===== src/rtl/card_grid_renderer.sv =====
// card_grid_renderer: ROWSxCOLS memory-game card grid pixel source with frame-paced flip animation; define CARD_BORDER_EN to draw card borders
module card_grid_renderer #(
  parameter int COLS = 4,
  parameter int ROWS = 4,
  parameter int CARD_W = 100,
  parameter int CARD_H = 100,
  parameter int ORIGIN_X = 121,
  parameter int ORIGIN_Y = 60,
  parameter int RGB_W = 9,
  parameter int FLIP_STEP = 10,
  parameter logic [RGB_W-1:0] MATCH_RGB = 9'h1C0,
  parameter logic [RGB_W-1:0] BORDER_RGB = 9'h1FF,
  localparam int POS_W = $clog2(COLS*ROWS),
  localparam int ADDR_W = $clog2(CARD_W*CARD_H)
) (
  input  logic              clk,
  input  logic              rst_n,
  input  logic [9:0]        hcount,
  input  logic [9:0]        vcount,
  input  logic              frame_tick,
  input  logic              cmd_valid,
  output logic              cmd_ready,
  input  logic [POS_W-1:0]  cmd_pos,
  input  logic [1:0]        cmd_op,
  output logic              cmd_done,
  output logic [ADDR_W-1:0] rom_addr,
  output logic [POS_W-1:0]  rom_card,
  output logic              rom_face,
  input  logic [RGB_W-1:0]  rom_data,
  output logic              cardon,
  output logic [RGB_W-1:0]  rgb
);
  localparam int N = COLS*ROWS;
  localparam int HALF = CARD_W/2;
  localparam int XW = $clog2(CARD_W+1);
  localparam logic [1:0] BACK = 2'd0, FACE = 2'd1, MATCHED = 2'd2;
  localparam logic [1:0] IDLE = 2'd0, SHRINK = 2'd1, SWAP = 2'd2, GROW = 2'd3;

  logic [N-1:0][1:0] st;
  logic [1:0]        fsm, tgt, cs;
  logic [XW-1:0]     m;
  logic [POS_W-1:0]  apos, pidx;
  logic              hit, hit_q, hit_q2, mat_q, mat_q2, clip_q, clip_q2, brd_q2;
  int                hx, vy, cx, ry, lx, ly;

  assign cmd_ready = fsm == IDLE;
  assign cs = st[pidx];

  // Hit test and card/local coordinates by comparing against card boundaries (no divider)
  always_comb begin
    hx = int'(hcount) - ORIGIN_X;
    vy = int'(vcount) - ORIGIN_Y;
    hit = hx >= 0 && hx < COLS*CARD_W && vy >= 0 && vy < ROWS*CARD_H;
    cx = 0;
    ry = 0;
    for (int c = 1; c < COLS; c++) cx = hx >= c*CARD_W ? c : cx;
    for (int r = 1; r < ROWS; r++) ry = vy >= r*CARD_H ? r : ry;
    lx = hx - cx*CARD_W;
    ly = vy - ry*CARD_H;
    pidx = POS_W'(ry*COLS + cx);
  end

  // Command handling and flip animation: immediate ops finish in IDLE, flips walk shrink/swap/grow
  always_ff @(posedge clk or negedge rst_n)
    if (!rst_n) begin
      fsm <= IDLE;
      m <= '0;
      apos <= '0;
      tgt <= BACK;
      cmd_done <= 1'b0;
      st <= {N{BACK}};
    end else begin
      cmd_done <= 1'b0;
      case (fsm)
        IDLE: if (cmd_valid) begin
          apos <= cmd_pos;
          tgt <= cmd_op[0] ? BACK : FACE;
          if (cmd_op[1]) begin
            cmd_done <= 1'b1;
            if (cmd_op[0]) st <= {N{BACK}};
            else st[cmd_pos] <= MATCHED;
          end else if (st[cmd_pos] == MATCHED || st[cmd_pos] == (cmd_op[0] ? BACK : FACE)) begin
            cmd_done <= 1'b1;
          end else begin
            fsm <= SHRINK;
            m <= '0;
          end
        end
        SHRINK: if (frame_tick) begin
          fsm <= int'(m) + FLIP_STEP >= HALF ? SWAP : SHRINK;
          m <= int'(m) + FLIP_STEP >= HALF ? XW'(HALF) : m + XW'(FLIP_STEP);
        end
        SWAP: begin
          st[apos] <= tgt;
          fsm <= GROW;
        end
        default: if (frame_tick) begin
          fsm <= int'(m) <= FLIP_STEP ? IDLE : GROW;
          m <= int'(m) <= FLIP_STEP ? '0 : m - XW'(FLIP_STEP);
          cmd_done <= int'(m) <= FLIP_STEP;
        end
      endcase
    end

  // Stage 1: ROM request plus hit, matched and clip flags for the sampled pixel
  always_ff @(posedge clk or negedge rst_n)
    if (!rst_n) begin
      rom_addr <= '0;
      rom_card <= '0;
      rom_face <= 1'b0;
      hit_q <= 1'b0;
      mat_q <= 1'b0;
      clip_q <= 1'b0;
    end else begin
      rom_addr <= hit ? ADDR_W'(ly*CARD_W + lx) : '0;
      rom_card <= hit ? pidx : '0;
      rom_face <= hit && cs == FACE;
      hit_q <= hit;
      mat_q <= hit && cs == MATCHED;
      clip_q <= hit && fsm != IDLE && pidx == apos && (lx < int'(m) || lx > CARD_W-1-int'(m));
    end

  // Stage 2: hold flags while the ROM produces its pixel
  always_ff @(posedge clk or negedge rst_n)
    if (!rst_n) begin
      hit_q2 <= 1'b0;
      mat_q2 <= 1'b0;
      clip_q2 <= 1'b0;
    end else begin
      hit_q2 <= hit_q;
      mat_q2 <= mat_q;
      clip_q2 <= clip_q;
    end

`ifdef CARD_BORDER_EN
  logic brd_q;
  // Border flag rides the same two-stage pipeline; matched cards never get a border
  always_ff @(posedge clk or negedge rst_n)
    if (!rst_n) begin
      brd_q <= 1'b0;
      brd_q2 <= 1'b0;
    end else begin
      brd_q <= hit && cs != MATCHED && (lx == 0 || lx == CARD_W-1 || ly == 0 || ly == CARD_H-1);
      brd_q2 <= brd_q;
    end
`else
  assign brd_q2 = 1'b0;
`endif

  // Stage 3: final colour select; blank outside the grid and in clipped columns
  always_ff @(posedge clk or negedge rst_n)
    if (!rst_n) begin
      cardon <= 1'b0;
      rgb <= '0;
    end else begin
      cardon <= hit_q2 && !clip_q2;
      rgb <= (!hit_q2 || clip_q2) ? '0 : mat_q2 ? MATCH_RGB : brd_q2 ? BORDER_RGB : rom_data;
    end
endmodule

===== config.mk =====
export PLATFORM = sky130hd
export DESIGN_NAME = card_grid_renderer
export DESIGN_NICKNAME = d
export VERILOG_FILES = /design/src/rtl/card_grid_renderer.sv
export SDC_FILE = /design/constraint.sdc
export NUM_CORES = 1
export LEC_CHECK = 0
export CAP_MARGIN = 10
export CORE_AREA = 8 8 127 129
export DETAILED_ROUTE_END_ITERATION = 10
export DIE_AREA = 0 0 135 137
export PLACE_DENSITY = 0.76
export SLEW_MARGIN = 25
export SYNTH_ARGS = -nofsm -noshare
export SYNTH_HDL_FRONTEND = slang
export SYNTH_SLANG_ARGS = --single-unit

===== constraint.sdc =====
create_clock -name clk -period 8.4 [get_ports clk]
set_input_delay 1.68 -clock clk [delete_from_list [all_inputs] [get_ports clk]]
set_output_delay 1.68 -clock clk [all_outputs]
set_load 0.1 [all_outputs]

==> reports/results.ini, run 1 <==
[routing]
routed_via_density=5.94
via_count=6270
initialDrtViolationCount=565
post-route-drc-count=0
dr.pass1.iters=5
postRouteWirelength_um=18300
postRouteAntennaNets=0
wl_per_cell_um=17.3

[synth]
synth_most_common_cell=dfrtp_1
synth-edff-count=0
syn_area_mm2=0.00720
synthArstFlopShare=1.00
synth.distinct_cells=76
synth_warnings=0
synth_flop_cell=dfrtp_1
ys_ff_latch=81
synth_area_leaders=dfrtp_1 (28%), ha_1 (13%), a21oi_1 (5.4%)
yosys.area.top_type=dfrtp_1
synth_seq_area_share=0.282
yosys.area.top_type_share=0.282
synth_common_cells=dfrtp_1 (81), a21oi_1 (78), ha_1 (77)
syn_area_per_cell_um2=8.91
syn_nets=934
synth_cells=808

[finish]
final_nets=993
area_growth_pct=16.2
stdcell_count=1056
drive_gt1_frac=0.0745
num_antenna_cells=0

[clock_tree]
cts.repair.resized=0
path_clk_slew_ns=0.06
insertion_delay_ns=0.35
clkSinkCount=81
cts_tree=yes
root_buffer=clkbuf_16
hold_buffers=0
post_cts_buffers=0
htreeDepth=3
cts_buffers=9
cts_buffer_depth=2

[job]
max_cap_viol_count=0

[critical_path]
start_kind=primary input
crit_path_max_fanout=6
crit_type=primary input to flip-flop
crit_slowest_cell=clkdlybuf4s50_1
crit_top_cell=ha_1
end_kind=flip-flop
worst_path_largest_cell_delay_ns=0.62
cp_data_arrival_time_ns=8.17
cp.required_ns=8.67

[sta]
rsz0062_at_grt=false
worst_slew_pin_slew_ns=0.989
finalMaxSlewViolations=0
finClkSkew_ns=0.00689
hold_viol=0
fin_crit_ns=7.89
max-slew-margin-rel=0.338
setup_violations=0
fin_setup_tns_ns=0
finalCritPeriodShare=0.940
fmax_mhz=127

[global_route]
grt_max_degree=82
grt_use_total=0.203
first_global_vias=6129
grt_pass1_wl_um=30200
antenna_found_initial=0
overflow=0

[power]
switching_share=0.475
seqPwrFrac=0.191
p_leak_uw=0.00370
pwr_density_cell_mw_per_mm2=417
ir_worst_vdd_uv=369
power_uw=3480
power_frac_comb=0.692
p_int_uw=1830
clkPwrFrac=0.117
p_switching_uw=1660

[die]
initial_core_util=0.507
ios=70
die_area_mm2=0.0185
num_rows=44
fp.coreArea_mm2=0.0142
die_x_um=135
fp.dieH_um=137

[placement]
dp.cells=1040
place.gp.congestion=0.887
dp_hpwl_um=13800
portBuffers=69

[status]
status=finished, final reports clean

[min_path]
hp-class=flip-flop to flip-flop

worst max-delay path, delay by kind of cell:
kind            cells  cell delay (ns)
compound gates     10             2.18
xor+xnor            3             0.67
fa+ha+maj           7             2.36
buf+inv             6             1.03
simple gates        2             0.24
cells by family after synthesis:
family          after synthesis  synth area share
compound gates              231             0.203
fa+ha+maj                    87             0.162
mux                          32            0.0666
xor+xnor                     51            0.0701
buf+inv                      96            0.0515
flops                        81             0.282
simple gates                230             0.166
metal layers:
metal	global-route usage	wire [µm]
met5	0	0
met4	0.0864	570
met3	0.0433	1220
met2	0.341	8540
met1	0.249	7930
final timing paths:
| check | depth (start not counted) | endpoint | from | slack (ns) |
|---|---|---|---|---|
| max | 28 | rom_addr[13] | vcount[2] | 0.51 |
| min | 0 | clip_q2 | clip_q | 0.34 |
| max reg2reg | 12 | clip_q | m[3] | 5.46 |
| min reg2reg | 0 | clip_q2 | clip_q | 0.34 |
| max in group asynchronous | 1 | st[10] | rst_n | 6.51 |
| min in group asynchronous | 1 | rgb[1] | rst_n | 1.37 |
cell usage in the layout, fill, tap and decap left out, drive strengths merged, types with 7 or more instances in the layout:
| master | count |
|---|---|
| xor2 | 13 |
| o21ai | 64 |
| nand2 | 44 |
| xnor2 | 36 |
| and2 | 15 |
| nor2 | 53 |
| dfrtp | 81 |
| nor2b | 23 |
| nand3 | 26 |
| fa | 10 |
| a21oi | 80 |
| clkbuf | 12 |
| a211oi | 7 |
| nor3 | 19 |
| nand2b | 7 |
| mux2 | 7 |
| clkdlybuf4s50 | 68 |
| ha | 77 |
| inv | 67 |
| mux2i | 13 |
| o21a | 8 |
| and3 | 7 |
| or3 | 8 |
| buf | 8 |
| a31oi | 13 |
| mux4 | 12 |
cell type report:
| cell class | count | area [µm²] |
|---|---|---|
| fillers | 1238 | 5840 |
| repair buffers | 76 | 744 |
| clock buffers | 12 | 256 |
| clock inverters | 4 | 51.3 |
| flip-flops and latches | 81 | 2030 |
| inverters | 68 | 255 |
| multi-input cells | 631 | 4800 |
| well taps | 184 | 230 |
per-stage QoR:
step | setup slack (ns) | utilization | hold slack, ns | cell area (µm²)
detailed placement | 0.145 | 0.567 | 0.339 | 8050
finish | 0.507 | 0.589 | 0.345 | 8360
global route | 0.0209 | 0.589 | 0.352 | 8360
floorplan | 1.02 | - | 0.331 | 7200
CTS | 0.491 | 0.589 | 0.347 | 8360
global placement | 0.318 | 0.567 | 0.333 | 8050
state kept, by name, indices dropped and copies added (netlist names):
| name | flops |
|---|---|
| hit_q2 | 1 |
| rom_face | 1 |
| clip_q | 1 |
| rom_addr | 14 |
| mat_q2 | 1 |
| cardon | 1 |
| rgb | 9 |
| m | 6 |
| cmd_done | 1 |
| st | 32 |
| hit_q | 1 |
| mat_q | 1 |
| rom_card | 4 |
| fsm | 2 |
| clip_q2 | 1 |
| apos | 4 |
| tgt | 1 |
power by group through the flow:
| stage | sequential [µW] | combinational, µW | clock [µW] |
|---|---|---|---|
| after floorplan | 717 | 1840 | 0 |
| after global placement | 663 | 2330 | 0 |
| after detailed placement | 666 | 2380 | 0 |
| after CTS | 660 | 2400 | 414 |
| after global routing | 684 | 2680 | 431 |
| final | 665 | 2410 | 407 |
Note: power is estimated with default switching activity, not from simulation.
==> run 2: changes to the inputs <==
--- a/config.mk
+++ b/config.mk
@@ -10,6 +10,7 @@
 export DETAILED_ROUTE_END_ITERATION = 10
 export DIE_AREA = 0 0 135 137
 export PLACE_DENSITY = 0.76
+export SKIP_LAST_GASP = 1
 export SLEW_MARGIN = 25
 export SYNTH_ARGS = -nofsm -noshare
 export SYNTH_HDL_FRONTEND = slang
==> results of run 2 <==
Final layout, timing and power as in run 1 (identical DEF).
